[config.mk]
export PLATFORM = sky130hd
export DESIGN_NAME = contador_objetos
export DESIGN_NICKNAME = d
export VERILOG_FILES = /design/src/rtl/contador_objetos_pkg.sv /design/src/rtl/contador_bcd.sv /design/src/rtl/contador_objetos.sv
export SDC_FILE = /design/constraint.sdc
export NUM_CORES = 1
export LEC_CHECK = 0
export ABC_AREA = 1
export BUFFER_PORTS_ARGS = -buffer_cell sky130_fd_sc_hd__buf_2
export CAP_MARGIN = 20
export CORE_MARGIN = 3
export CORE_UTILIZATION = 50
export DETAILED_ROUTE_END_ITERATION = 8
export PLACE_DENSITY = 0.7
export SLEW_MARGIN = 20
export SYNTH_ARGS = -nofsm -noshare
export SYNTH_HDL_FRONTEND = slang
export SYNTH_SLANG_ARGS = --single-unit
[constraint.sdc]
create_clock -name clk -period 2.5 [get_ports clk]
set_input_delay 0.75 -clock clk [delete_from_list [all_inputs] [get_ports clk]]
set_output_delay 0.75 -clock clk [all_outputs]
set_load 0.02 [all_outputs]
[src/rtl/contador_objetos_pkg.sv]
`default_nettype none
// ============================================================================
//  Module   : contador_objetos_pkg
//  Purpose  : Shared constants and types for the IR object counter: FSM state
//             encoding, count limit, BCD digit geometry and a cycle helper.
//  Revision : 1.0 - initial release
// ============================================================================
package contador_objetos_pkg;

    // Largest value the object counter can display
    localparam int MAX_COUNT   = 999;
    localparam int COUNT_W     = 10;
    localparam int BCD_DIGIT_W = 4;
    localparam int BCD_DIGITS  = 3;
    localparam int BCD_W       = BCD_DIGITS * BCD_DIGIT_W;

    typedef enum logic [2:0] {
        ST_IDLE     = 3'd0,
        ST_QUAL_IN  = 3'd1,
        ST_PRESENT  = 3'd2,
        ST_QUAL_OUT = 3'd3,
        ST_GAP      = 3'd4,
        ST_FAULT    = 3'd5
    } state_e;

    // Converts a millisecond interval to clock cycles, never less than one
    function automatic int cycles_at_least_one(input int freq_hz, input int ms);
        int c;
        c = freq_hz / 1000 * ms;
        return (c < 1) ? 1 : c;
    endfunction

endpackage
`default_nettype wire

[src/rtl/contador_bcd.sv]
`default_nettype none
// ============================================================================
//  Module   : contador_bcd
//  Purpose  : Saturating object counter kept simultaneously in binary and in
//             three BCD digits, so the decimal view never lags the binary one.
//  Revision : 1.0 - initial release
// ============================================================================
module contador_bcd
    import contador_objetos_pkg::*;
(
    input  logic               clk,
    input  logic               rst_n,
    input  logic               inc_i,
    input  logic               clr_i,
    output logic [COUNT_W-1:0] count_o,
    output logic [BCD_W-1:0]   bcd_o,
    output logic               overflow_o
);

    localparam logic [COUNT_W-1:0]     MAX_Q     = COUNT_W'(MAX_COUNT);
    localparam logic [COUNT_W-1:0]     COUNT_ONE = COUNT_W'(1);
    localparam logic [BCD_DIGIT_W-1:0] DIGIT_NINE = BCD_DIGIT_W'(9);
    localparam logic [BCD_DIGIT_W-1:0] DIGIT_ONE  = BCD_DIGIT_W'(1);

    logic [COUNT_W-1:0]                       count_q, count_d;
    logic [BCD_DIGITS-1:0][BCD_DIGIT_W-1:0]   bcd_q, bcd_d;
    logic                                     ovf_q, ovf_d;
    logic                                     carry;

    // Next value: clear wins over increment; increment at the limit only flags overflow
    always_comb begin
        count_d = count_q;
        bcd_d   = bcd_q;
        ovf_d   = ovf_q;
        carry   = 1'b0;
        if (clr_i) begin
            count_d = '0;
            bcd_d   = '0;
            ovf_d   = 1'b0;
        end else if (inc_i) begin
            if (count_q == MAX_Q) begin
                ovf_d = 1'b1;
            end else begin
                count_d = count_q + COUNT_ONE;
                carry   = 1'b1;
                for (int i = 0; i < BCD_DIGITS; i++) begin
                    if (carry) begin
                        if (bcd_q[i] == DIGIT_NINE) begin
                            bcd_d[i] = '0;
                        end else begin
                            bcd_d[i] = bcd_q[i] + DIGIT_ONE;
                            carry    = 1'b0;
                        end
                    end
                end
            end
        end
    end

    // Binary, BCD and overflow registers update together on the same edge
    always_ff @(posedge clk or negedge rst_n) begin
        if (!rst_n) begin
            count_q <= '0;
            bcd_q   <= '0;
            ovf_q   <= 1'b0;
        end else begin
            count_q <= count_d;
            bcd_q   <= bcd_d;
            ovf_q   <= ovf_d;
        end
    end

    assign count_o    = count_q;
    assign bcd_o      = bcd_q;
    assign overflow_o = ovf_q;

endmodule
`default_nettype wire

[src/rtl/contador_objetos.sv]
`default_nettype none
// ============================================================================
//  Module   : contador_objetos
//  Purpose  : Counts objects passing an infrared barrier. Debounces entry and
//             exit, enforces a dead time after each exit, and flags a fault
//             when the beam stays blocked too long.
//  Revision : 1.0 - initial release
// ============================================================================
module contador_objetos
    import contador_objetos_pkg::*;
#(
    parameter int CLOCK_FREQ    = 50_000_000,
    parameter int DEBOUNCE_MS   = 10,
    parameter int GAP_MS        = 50,
    parameter int STUCK_MS      = 2000,
    parameter int IR_ACTIVE_LOW = 1
)
(
    input  logic               clk,
    input  logic               rst_n,
    input  logic               ir_i,
    input  logic               en_i,
    input  logic               clr_i,
    output logic [COUNT_W-1:0] count_o,
    output logic [BCD_W-1:0]   bcd_o,
    output logic               event_o,
    output logic               presence_o,
    output logic               fault_o,
    output logic               overflow_o
);

    localparam int DEB_CYC   = cycles_at_least_one(CLOCK_FREQ, DEBOUNCE_MS);
    localparam int GAP_CYC   = cycles_at_least_one(CLOCK_FREQ, GAP_MS);
    localparam int STUCK_CYC = cycles_at_least_one(CLOCK_FREQ, STUCK_MS);

    // One qualification timer serves debounce, gap and fault recovery
    localparam int QT_MAX = (DEB_CYC > GAP_CYC) ? DEB_CYC : GAP_CYC;
    localparam int QT_W   = $clog2(QT_MAX + 1);
    localparam int SK_W   = $clog2(STUCK_CYC + 1);

    localparam logic [QT_W-1:0] QT_ONE     = QT_W'(1);
    localparam logic [QT_W-1:0] DEB_LAST   = QT_W'(DEB_CYC - 1);
    localparam logic [QT_W-1:0] GAP_LAST   = QT_W'(GAP_CYC - 1);
    localparam logic [SK_W-1:0] SK_ONE     = SK_W'(1);
    localparam logic [SK_W-1:0] STUCK_LAST = SK_W'(STUCK_CYC - 1);

    // Sensor level seen while the beam is clear
    localparam logic INACTIVE = (IR_ACTIVE_LOW != 0) ? 1'b1 : 1'b0;

    logic [1:0]      sync_q;
    logic            obj_s;
    state_e          state_q;
    logic [QT_W-1:0] qtim_q;
    logic [SK_W-1:0] stuck_q;
    logic            event_q;
    logic            presence_q;
    logic            fault_q;
    logic            entry;

    // Two-flop synchroniser for the asynchronous sensor line
    always_ff @(posedge clk or negedge rst_n) begin
        if (!rst_n) begin
            sync_q <= {2{INACTIVE}};
        end else begin
            sync_q <= {sync_q[0], ir_i};
        end
    end

    assign obj_s = sync_q[1] ^ INACTIVE;

    // Entry qualifies on the last debounce cycle; shared by FSM and counter
    assign entry = (state_q == ST_QUAL_IN) && obj_s && (qtim_q == DEB_LAST);

    // Object FSM with its timers and registered status outputs
    always_ff @(posedge clk or negedge rst_n) begin
        if (!rst_n) begin
            state_q    <= ST_IDLE;
            qtim_q     <= '0;
            stuck_q    <= '0;
            event_q    <= 1'b0;
            presence_q <= 1'b0;
            fault_q    <= 1'b0;
        end else begin
            event_q <= entry;
            case (state_q)
                ST_IDLE: begin
                    if (obj_s) begin
                        state_q <= ST_QUAL_IN;
                        qtim_q  <= '0;
                    end
                end
                ST_QUAL_IN: begin
                    if (!obj_s) begin
                        state_q <= ST_IDLE;
                        qtim_q  <= '0;
                    end else if (entry) begin
                        state_q    <= ST_PRESENT;
                        qtim_q     <= '0;
                        stuck_q    <= '0;
                        presence_q <= 1'b1;
                    end else begin
                        qtim_q <= qtim_q + QT_ONE;
                    end
                end
                ST_PRESENT: begin
                    if (stuck_q == STUCK_LAST) begin
                        state_q    <= ST_FAULT;
                        qtim_q     <= '0;
                        presence_q <= 1'b0;
                        fault_q    <= 1'b1;
                    end else begin
                        stuck_q <= stuck_q + SK_ONE;
                        if (!obj_s) begin
                            state_q <= ST_QUAL_OUT;
                            qtim_q  <= '0;
                        end
                    end
                end
                ST_QUAL_OUT: begin
                    // Stuck time keeps running across a brief exit attempt
                    if (stuck_q == STUCK_LAST) begin
                        state_q    <= ST_FAULT;
                        qtim_q     <= '0;
                        presence_q <= 1'b0;
                        fault_q    <= 1'b1;
                    end else begin
                        stuck_q <= stuck_q + SK_ONE;
                        if (obj_s) begin
                            state_q <= ST_PRESENT;
                            qtim_q  <= '0;
                        end else if (qtim_q == DEB_LAST) begin
                            state_q    <= ST_GAP;
                            qtim_q     <= '0;
                            presence_q <= 1'b0;
                        end else begin
                            qtim_q <= qtim_q + QT_ONE;
                        end
                    end
                end
                ST_GAP: begin
                    if (qtim_q == GAP_LAST) begin
                        state_q <= ST_IDLE;
                        qtim_q  <= '0;
                    end else begin
                        qtim_q <= qtim_q + QT_ONE;
                    end
                end
                ST_FAULT: begin
                    if (obj_s) begin
                        qtim_q <= '0;
                    end else if (qtim_q == DEB_LAST) begin
                        state_q <= ST_IDLE;
                        qtim_q  <= '0;
                        fault_q <= 1'b0;
                    end else begin
                        qtim_q <= qtim_q + QT_ONE;
                    end
                end
                default: begin
                    state_q    <= ST_IDLE;
                    qtim_q     <= '0;
                    stuck_q    <= '0;
                    presence_q <= 1'b0;
                    fault_q    <= 1'b0;
                end
            endcase
        end
    end

    contador_bcd u_contador_bcd (
        .clk        (clk),
        .rst_n      (rst_n),
        .inc_i      (entry & en_i),
        .clr_i      (clr_i),
        .count_o    (count_o),
        .bcd_o      (bcd_o),
        .overflow_o (overflow_o)
    );

    assign event_o    = event_q;
    assign presence_o = presence_q;
    assign fault_o    = fault_q;

endmodule
`default_nettype wire
Yosys cells after proc, flatten, opt, wreduce, memory -nomap -nowiden
Index checks and enable logic that the tools add are counted.
W data, S select, Z words.
{ "totals": {"regBits": 80, "in_bits": 5, "out_inout_bits": 26, "wordCells": 126} }
{ "op_classes": {"addsub": 6, "eq_ne": 27, "muxes": 58, "n_bitwise": 4, "reduce_logical": 19} }
{ "ops": {"columns": ["cell", "count"], "rows": [
  ["$mux W22", 9],
  ["$pmux W22 S6", 1],
  ["$mux W27", 3],
  ["$pmux W27 S3", 1],
  ["$mux W12", 3],
  ["$mux W3", 11],
  ["$mux W10", 3],
  ["$add A27 B1 Y27 const B", 1],
  ["$eq A27 B27 Y1 const B", 1],
  ["$add A22 B1 Y22 const B", 1],
  ["$eq A22 B19 Y1 const B", 1],
  ["$eq A22 B22 Y1 const B", 1],
  ["$mux W4", 5],
  ["$mux W1", 19],
  ["$ne A2 B2 Y1 const B", 9],
  ["$pmux W3 S6", 1],
  ["$add A4 B1 Y4 const B", 3],
  ["$eq A4 B4 Y1 const B", 3],
  ["$ne A3 B3 Y1 const B", 4],
  ["$add A10 B1 Y10 const B", 1],
  ["$eq A10 B10 Y1 const B", 1],
  ["$reduce_and A4 Y1", 2],
  ["$reduce_bool A2 Y1", 4],
  ["$reduce_and A7 Y1", 1],
  ["16 further kinds", 25]
]} }

Depth between registers and ports, before layout
Gate-level depths: netlist of run 1.
{ "logic_depth": {"depth_word": 14, "depth_mapped": 13, "mapped_depth_nobuf": 13} }

Cells and area by module
A second synthesis of run 1 with hierarchy kept.
{ "hier_totals": {"hier_cells": 833, "hier_area_um2": 5589.1} }
{ "modules_own_cells": {"columns": ["mod", "instances", "cells_each", "area_each_um2", "seq_area_each_um2"], "rows": [
  ["contador_objetos", 1, 653, 4219.0, 1428.9],
  ["contador_bcd", 1, 180, 1370.1, 575.6]
]} }

Least setup slack after synthesis of run 1
Ideal clock, no wire load.
{ "synth_timing": {"path_kind": "register to register", "from": "reg u_contador_bcd.count_q[0] (netlist: u_contador_bcd.count_o[0])", "to": "reg u_contador_bcd.count_q[2] (netlist: u_contador_bcd.count_o[2])", "setup_time_ns": 0.121, "arrival_ns": 1.764, "t_required_ns": 2.379, "path_slack_ns": 0.615, "path_stages_with_launch": 8, "path_buffers": 1, "period_less_slack_ns": 1.885, "path_cell_list": "dfrtp_1 > ha_1 > inv_1 > nor3b_1 > nand4_1 > a31oi_4 > buf_2 > o21ai_1"} }
{ "synth_between": {"elab_chain_len": 4, "word_cells_on_any_way": 7, "cone_classes": "add/sub: 1; eq/ne: 2; mux: 3; reduce/logical: 1"} }
{ "synth_rtl": {"columns": ["element", "line_no", "text"], "rows": [
  ["from (decl)", "contador_bcd.sv:25", "logic [COUNT_W-1:0] count_q, count_d;"],
  ["from (signal assigned)", "contador_bcd.sv:67", "count_q <= count_d;"],
  ["$add A10 B1 Y10", "contador_bcd.sv:44", "count_d = count_q + COUNT_ONE;"],
  ["$mux W10", "contador_bcd.sv:41", "if (count_q == MAX_Q) begin"],
  ["$mux W10", "contador_bcd.sv:40", "end else if (inc_i) begin"],
  ["$mux W10", "contador_bcd.sv:36", "if (clr_i) begin"]
]} }
Several ways; a longest one is shown, not always the timed one. The select of a mux whose other input is x is not followed.
A chain may end at the register's enable or synchronous reset.

Worst setup path in the final report of run 1
{ "layout_timing": {"from": "reg stuck_q[0]", "to": "reg qtim_q[20]"} }
{ "layout_between": {"elab_chain_len": 3, "word_cells_on_any_way": 6, "cone_classes": "eq/ne: 2; mux: 3; reduce/logical: 1"} }
{ "layout_rtl": {"columns": ["element", "line_no", "text"], "rows": [
  ["from (decl)", "contador_objetos.sv:54", "logic [SK_W-1:0] stuck_q;"],
  ["from (signal assigned)", "contador_objetos.sv:112", "stuck_q <= stuck_q + SK_ONE;"],
  ["from (signal assigned)", "contador_objetos.sv:127", "stuck_q <= stuck_q + SK_ONE;"],
  ["$eq A27 B27 Y1 (*)", "contador_objetos.sv:106, contador_objetos.sv:121", null],
  ["$mux W22 (tied with other cells)", "contador_objetos.sv:121", "if (stuck_q == STUCK_LAST) begin"],
  ["$pmux W22 S6 / $reduce_and A2 Y1 (equally long branches)", null, null],
  ["to (signal assigned)", "contador_objetos.sv:102", "qtim_q <= qtim_q + QT_ONE;"],
  ["to (signal assigned)", "contador_objetos.sv:136", "qtim_q <= qtim_q + QT_ONE;"],
  ["to (signal assigned)", "contador_objetos.sv:145", "qtim_q <= qtim_q + QT_ONE;"],
  ["to (decl)", "contador_objetos.sv:53", "logic [QT_W-1:0] qtim_q;"]
]} }
Every way passes the cells marked *; elsewhere a longest branch is shown, timed or not.

==> impl_results.md, run 1 <==
* Run status: finished, final reports clean
* Min cycle time layout at 2.27 ns
* Post-route clock skew at 0.00965 ns
* Asr flop ratio synth at 1.00
* Area growth from synthesis to final layout at 10.6%
* Core Footprint at 11,000 sq um
* Yosys Warn Count at 0
* Dpl cells at 1,003
* Cell breakdown of the critical path: ha_1 > nand2_2 > nor2_4 > nand2_2 > nor2_2 > nand2_2 > nand3_4 > nand2_4 > clkinv_2 > nand2_4 > inv_2 > nor2_1
* Die Outline Area at 12,700 sq um
* Height of the die at 113 microns
* PostCTS Resize Cnt at 0
* Slack of the worst reg-to-reg path at 0.23 ns
* Total of flip-flops plus latches after synthesis at 80
* GRT Resource Usage Total at 0.242
* Largest area contributor in the netlist: sky130_fd_sc_hd__dfrtp_1
* Slew margin rel. at 0.533
* Setup fix buffers added after clock tree synthesis at 0
* Most frequent cell on the critical path: sky130_fd_sc_hd__nand2_2
* Final setup slack of the worst path at 0.232 ns
* Final HPWL from detailed placement at 11.0 mm
* Antenna violations before repair at 0
* Global placement routability congestion at 0.961
* Cell family with most CP delay: simple AND/OR/NAND/NOR gates
* Avg Vias per Cell at 5.47
* Number of max-capacitance violations reported at 0
* Number of global-route vias before repair at 5,097
* Worst path bufs/invs at 2
* Leading cell types by count after synthesis: sky130_fd_sc_hd__nand2_1 (244), sky130_fd_sc_hd__nor2_1 (119), sky130_fd_sc_hd__dfrtp_1 (78)
* Total detailed-routing wirelength at 14.6 mm
* Post-route insts no fill at 1,019
* Power density over cell area at 638 nW/um^2
* Worst-path clk slew at 0.07 ns
* WP data required at 2.77 ns
* Global-route wire length before repair at 25.2 mm
* Area of the mapped netlist at 5700 sq um
* Worst-path fanout max at 13
* Total overflow reported by the global router at 0
* TritonCTS clock tree: built
* Root Buffer Master: sky130_fd_sc_hd__clkbuf_16
* Static Leakage at 2.80 nW
* Pin count of the biggest net entering global routing at 40
* Number of buffers created by CTS at 9
* Total Power Consumption at 4.02 mW
* Total inserted antenna cells at 0
* Synthesized instance count at 844
* Hold buffer count at cts at 0
* Post-synth top flop: sky130_fd_sc_hd__dfrtp_1
* Master of the slowest instance on the critical path: sky130_fd_sc_hd__dfrtp_1
* Proportion of synthesized chip area in sequential cells at 0.352
* Post-synth EDFFs at 0
* Number of iterations in the first detailed-routing pass at 5
* Distinct cell type count of the synthesized netlist at 45
* Final nets at 888
* Post-route ant nets at 0
* DR DRC count at 0
* Synthesized area divided by synthesized cell count at 6.75 sq um
* Placement-stage worst setup slack at 0.253 ns
* Initial Utilization at 0.519
* Unrepaired setup endpoints after global routing: no
* Layout cell share with drive strength beyond 1 at 0.135
* Slowest cell delay on critical path at 0.39 ns
* Drt wl/cell at 14.3 microns
* Largest cells by area after synthesis: sky130_fd_sc_hd__dfrtp_1 (34%), sky130_fd_sc_hd__nand2_1 (16%), sky130_fd_sc_hd__nor2_1 (7.8%)
* # IOs at 31
* Final max-slew violation count at 0
* Synth top area share at 0.343
* Hold Path Class: primary input to async pin
* Worst vdd ir at 0.429 mV
* Number of endpoints with negative hold slack in the final report at 0
* Chip Width at 113 microns
* Critical path class: register to register
* Maximum clock path buffer count at 2
* TritonCTS Sinks at 80
* WHS at 0.342 ns
* Sort of element at the end of the critical path: register
* Worst EP arrival at 2.54 ns
* Max frequency at 0.441 GHz
* Floorplan row count at 38
* Setup-violating endpoint count in the final report at 0
* Transition at the pin with the smallest max-transition slack at 0.698 ns
* Tcrit/Tclk final at 0.907
* Summed negative setup slack over all endpoints at 0 ns
* Buffers on Ports at 30
* Total via count after detailed routing at 5,578
* Startpoint kind of the worst setup timing path: register
* Iteration-0 DRC Markers at 419
* Library cell with the highest instance count after synthesis: sky130_fd_sc_hd__nand2_1
* H-tree level count at 3
* Source-to-sink clock delay at the later pin of the worst-skew pair at 0.34 ns
* Synthesized netlist net count at 858
## worst reg2reg max path, stage by stage (launching register included)
cell and delay [ns]:
sky130_fd_sc_hd__dfrtp_1 0.39, sky130_fd_sc_hd__ha_1 0.27, sky130_fd_sc_hd__nand2_2 0.12, sky130_fd_sc_hd__nor2_4 0.05, sky130_fd_sc_hd__nand2_2 0.13, sky130_fd_sc_hd__nor2_2 0.06, sky130_fd_sc_hd__nand2_2 0.22, sky130_fd_sc_hd__nand3_4 0.23
sky130_fd_sc_hd__nand2_4 0.22, sky130_fd_sc_hd__clkinv_2 0.22, sky130_fd_sc_hd__nand2_4 0.14, sky130_fd_sc_hd__inv_2 0.06, sky130_fd_sc_hd__nor2_1 0.10
## sequential cells by signal, summed over array words and instances, names as in the netlist
name and count:
presence_o 1, sync_q 2, event_o 1, fault_o 1, u_contador_bcd.bcd_o 12, qtim_q 22
u_contador_bcd.count_o 10, u_contador_bcd.overflow_o 1, stuck_q 27, state_q 3
## layer usage
| metal | vias to the layer above | GRT usage | wire (microns) |
|---|---|---|---|
| met5 | - | 0 | 0 |
| met4 | 0 | 0.0873 | 316 |
| met3 | 25 | 0.0471 | 980 |
| met2 | 201 | 0.345 | 6090 |
| met1 | 2555 | 0.365 | 7210 |
| li1 | 2797 | - | - |
## report_power, final
part           internal, mW  switching, mW
Sequential             1.38          0.126
Clock                 0.825          0.546
Combinational         0.299          0.844
## area by class of cell
cell class | count | area, sq um
timing repair buffer | 38 | 225
clock buffer | 11 | 253
tap | 140 | 175
inverter | 85 | 320
sequential | 80 | 2000
clock inverter | 5 | 55.1
fill | 1068 | 4680
multi-input combinational | 660 | 3270
## final timing paths
path | start | to | depth (start not counted)
max | stuck_q[0]$_DFFE_PN0P_ | qtim_q[20]$_DFFE_PN0P_ | 12
min | rst_n | qtim_q[11]$_DFFE_PN0P_ | 1
max reg2reg | stuck_q[0]$_DFFE_PN0P_ | qtim_q[20]$_DFFE_PN0P_ | 12
min reg2reg | sync_q[0]$_DFF_PN1_ | sync_q[1]$_DFF_PN1_ | 0
max in group asynchronous | rst_n | sync_q[0]$_DFF_PN1_ | 2
min in group clk | sync_q[0]$_DFF_PN1_ | sync_q[1]$_DFF_PN1_ | 0
## logic make-up after synthesis
logic type	count (synthesis)	share of synthesized area
simple gates	546	0.434
fa+ha+maj	9	0.0198
flops	80	0.352
compound gates	76	0.0754
buf+inv	104	0.0747
xor+xnor	29	0.0446
## cells in the final DEF (no fill, tap or decap), types with 2 or more instances in the layout
cell type	n
sky130_fd_sc_hd__nand2_1	244
sky130_fd_sc_hd__nor2_1	119
sky130_fd_sc_hd__dfrtp_1	78
sky130_fd_sc_hd__nand3_1	77
sky130_fd_sc_hd__inv_1	67
sky130_fd_sc_hd__o21ai_0	38
sky130_fd_sc_hd__nand4_1	31
sky130_fd_sc_hd__buf_2	29
sky130_fd_sc_hd__xor2_1	22
sky130_fd_sc_hd__nor3_1	22
sky130_fd_sc_hd__inv_2	15
sky130_fd_sc_hd__or2_2	14
sky130_fd_sc_hd__o21ai_1	14
sky130_fd_sc_hd__a21oi_1	9
sky130_fd_sc_hd__ha_1	9
sky130_fd_sc_hd__clkbuf_16	9
sky130_fd_sc_hd__nor2_2	8
sky130_fd_sc_hd__buf_4	8
sky130_fd_sc_hd__nand2_2	7
sky130_fd_sc_hd__xnor2_1	7
sky130_fd_sc_hd__nor2_4	5
sky130_fd_sc_hd__nand3b_1	4
sky130_fd_sc_hd__o22ai_1	4
sky130_fd_sc_hd__nand3_2	3
sky130_fd_sc_hd__o21ai_2	3
sky130_fd_sc_hd__nor3b_1	3
sky130_fd_sc_hd__clkinv_2	3
sky130_fd_sc_hd__clkinv_1	2
sky130_fd_sc_hd__nand2_4	2
sky130_fd_sc_hd__a31oi_1	2
sky130_fd_sc_hd__clkbuf_8	2
sky130_fd_sc_hd__clkinvlp_4	2
sky130_fd_sc_hd__dfstp_2	2
## metrics by stage
stage,util,instance area [sq um]
after global placement,0.545,5990
after CTS,0.573,6300
after floorplan,-,5700
after detailed placement,0.545,5990
final,0.573,6300
after global routing,0.573,6300
Note: power is estimated with default switching activity, not from simulation.
==> inputs of run 2 (changes only) <==
CORE_MARGIN = default   (was 3)
PLACE_DENSITY = 0.73   (was 0.7)
clock period = 1.9 ns   (was 2.5 ns; I/O delays follow)
==> impl_results.md, run 2 (synthesized netlist as in run 1, its figures left out) <==
* Run status: finished, final reports clean (unchanged)
* Final max-slew violation count at 0 (unchanged)
* Worst vdd ir at 0.623 mV (was 0.429 mV)
* # IOs at 31 (unchanged)
* Avg Vias per Cell at 5.44 (was 5.47)
* Summed negative setup slack over all endpoints at 0 ns (unchanged)
* Final core utilization at 0.648 (was 0.573)
* Final HPWL from detailed placement at 11.3 mm (was 11.0 mm)
* Worst-path fanout max at 7 (was 13)
* Largest register by flop count: stuck_q (unchanged)
* Min cycle time layout at 1.88 ns (was 2.27 ns)
* Height of the die at 109 microns (was 113 microns)
* WP data required at 2.11 ns (was 2.77 ns)
* Iteration-0 DRC Markers at 560 (was 419)
* Number of buffers created by CTS at 9 (unchanged)
* TritonCTS Sinks at 80 (unchanged)
* GRT Resource Usage Total at 0.269 (was 0.242)
* DR DRC count at 0 (unchanged)
* Post-route ant nets at 0 (unchanged)
* Floorplan row count at 38 (unchanged)
* Post-route cell area at 7120 sq um (was 6300 sq um)
* Number of global-route vias before repair at 5,030 (was 5,097)
* Startpoint kind of the worst setup timing path: register (unchanged)
* Placement-stage worst setup slack at -0.0134 ns (was 0.253 ns)
* Sort of element at the end of the critical path: register (unchanged)
* Transition at the pin with the smallest max-transition slack at 0.565 ns (was 0.698 ns)
* Chip Width at 109 microns (was 113 microns)
* Tcrit/Tclk final at 0.990 (was 0.907)
* Buffers on Ports at 30 (unchanged)
* Hold Path Class: primary input to async pin (unchanged)
* Total overflow reported by the global router at 0 (unchanged)
* Source-to-sink clock delay at the later pin of the worst-skew pair at 0.35 ns (was 0.34 ns)
* Number of iterations in the first detailed-routing pass at 6 (was 5)
* Number of flip-flops under the largest register name at 27 (unchanged)
* Core Footprint at 11,000 sq um (unchanged)
* Root Buffer Master: sky130_fd_sc_hd__clkbuf_16 (unchanged)
* Antenna violations before repair at 0 (unchanged)
* Setup-violating endpoint count in the final report at 0 (unchanged)
* Slew margin rel. at 0.619 (was 0.533)
* H-tree level count at 3 (unchanged)
* Net switching power at 2.16 mW (was 1.52 mW)
* Area growth from synthesis to final layout at 25.0% (was 10.6%)
* Total via count after detailed routing at 5,969 (was 5,578)
* Power share of the combinational group at 0.364 (was 0.285)
* Post-route insts no fill at 1,098 (was 1,019)
* Unrepaired setup endpoints after global routing: yes (was no)
* Static Leakage at 3.23 nW (was 2.80 nW)
* Max frequency at 0.531 GHz (was 0.441 GHz)
* Total Power Consumption at 5.61 mW (was 4.02 mW)
* TritonCTS clock tree: built (unchanged)
* Drt wl/cell at 14.5 microns (was 14.3 microns)
* Post-route clock skew at 0.00853 ns (was 0.00965 ns)
* Clock share of power at 0.287 (was 0.341)
* Die Outline Area at 11,800 sq um (was 12,700 sq um)
* Share of total power in sequential cells at 0.348 (was 0.374)
* Total inserted antenna cells at 0 (unchanged)
* Critical path class: register to register (unchanged)
* Pin count of the biggest net entering global routing at 29 (was 40)
* Number of endpoints with negative hold slack in the final report at 0 (unchanged)
* Final nets at 967 (was 888)
* Power density over cell area at 788 nW/um^2 (was 638 nW/um^2)
* Commonest non-fill, non-tap cell in the layout: sky130_fd_sc_hd__nand2_1 (unchanged)
* WHS at 0.152 ns (was 0.342 ns)
* Total detailed-routing wirelength at 15.9 mm (was 14.6 mm)
* Fraction of power spent switching nets at 0.385 (was 0.377)
* Global placement routability congestion at 0.912 (was 0.961)
* Maximum clock path buffer count at 2 (unchanged)
* Dpl cells at 1,060 (was 1,003)
* Global-route wire length before repair at 24.6 mm (was 25.2 mm)
* Number of max-capacitance violations reported at 0 (unchanged)
* Layout cell share with drive strength beyond 1 at 0.233 (was 0.135)
* Placed Area at 6430 sq um (was 5990 sq um)
* Initial Utilization at 0.519 (unchanged)
* Internal power at 3.45 mW (was 2.50 mW)
* Worst EP arrival at 2.10 ns (was 2.54 ns)
* Most frequent cells in the layout: sky130_fd_sc_hd__nand2_1 (240), sky130_fd_sc_hd__nor2_1 (110), sky130_fd_sc_hd__dfrtp_1 (77) (was sky130_fd_sc_hd__nand2_1 (244), sky130_fd_sc_hd__nor2_1 (119), sky130_fd_sc_hd__dfrtp_1 (78))
* Final setup slack of the worst path at 0.0181 ns (was 0.232 ns)
* Worst-path clk slew at 0.06 ns (was 0.07 ns)
-- run 2: cell type report --
| cell class | instances | area [sq um] |
|---|---|---|
| clock inverters | 4 | 22.5 |
| repair buffers | 115 | 906 |
| well taps | 140 | 175 |
| multi-input cells | 662 | 3430 |
| fillers | 940 | 3860 |
| clock buffers | 12 | 246 |
| flip-flops and latches | 80 | 2010 |
| inverters | 85 | 337 |
-- run 2: worst paths after layout --
check | from | endpoint | slack (ns) | cells past startpoint
min in group clk | ir_i | sync_q[0]$_DFF_PN1_ | 0.32 | 1
setup / recovery | qtim_q[21]$_DFFE_PN0P_ | u_contador_bcd.count_o[0]$_DFFE_PN0P_ | 0.02 | 9
hold reg to reg | sync_q[0]$_DFF_PN1_ | sync_q[1]$_DFF_PN1_ | 0.36 | 0
setup reg to reg | qtim_q[21]$_DFFE_PN0P_ | u_contador_bcd.count_o[0]$_DFFE_PN0P_ | 0.02 | 9
hold / removal | rst_n | qtim_q[5]$_DFFE_PN0P_ | 0.15 | 1
max in group asynchronous | rst_n | u_contador_bcd.count_o[2]$_DFFE_PN0P_ | 1.17 | 2
-- run 2: repair_timing --
item | 4_1_cts | 5_1_grt
gates resized for setup | 2 | 52
cloned | 0 | 5
hold buffers | 0 | 0
setup endpoints to repair | 10 | 70
setup buffers | 0 | 17
pin swaps | 2 | 24
-- run 2: critical path, cell delays in order (launching register included) --
cell	delay, ns
sky130_fd_sc_hd__dfrtp_1	0.44
sky130_fd_sc_hd__nor2_1	0.16
sky130_fd_sc_hd__nand2_1	0.07
sky130_fd_sc_hd__nor2_1	0.12
sky130_fd_sc_hd__nand3_2	0.16
sky130_fd_sc_hd__buf_4	0.18
sky130_fd_sc_hd__nor2_4	0.22
sky130_fd_sc_hd__a31oi_4	0.19
sky130_fd_sc_hd__nand2_1	0.10
sky130_fd_sc_hd__o21ai_0	0.10
-- run 2: metal layers --
| metal | GRT usage | share of wire | routed length (microns) |
|---|---|---|---|
| met5 | 0 | 0 | 0 |
| met4 | 0.0734 | 0.020 | 316 |
| met3 | 0.0604 | 0.083 | 1320 |
| met2 | 0.391 | 0.43 | 6890 |
| met1 | 0.399 | 0.46 | 7390 |
-- run 2: power groups by stage --
stage | Sequential, mW | Clock, mW | Combinational, mW
floorplan | 2.01 | 0 | 1.06
global placement | 1.98 | 0 | 1.69
detailed placement | 1.98 | 0 | 1.70
CTS | 1.95 | 1.63 | 1.70
global route | 1.97 | 1.70 | 2.22
finish | 1.95 | 1.61 | 2.05
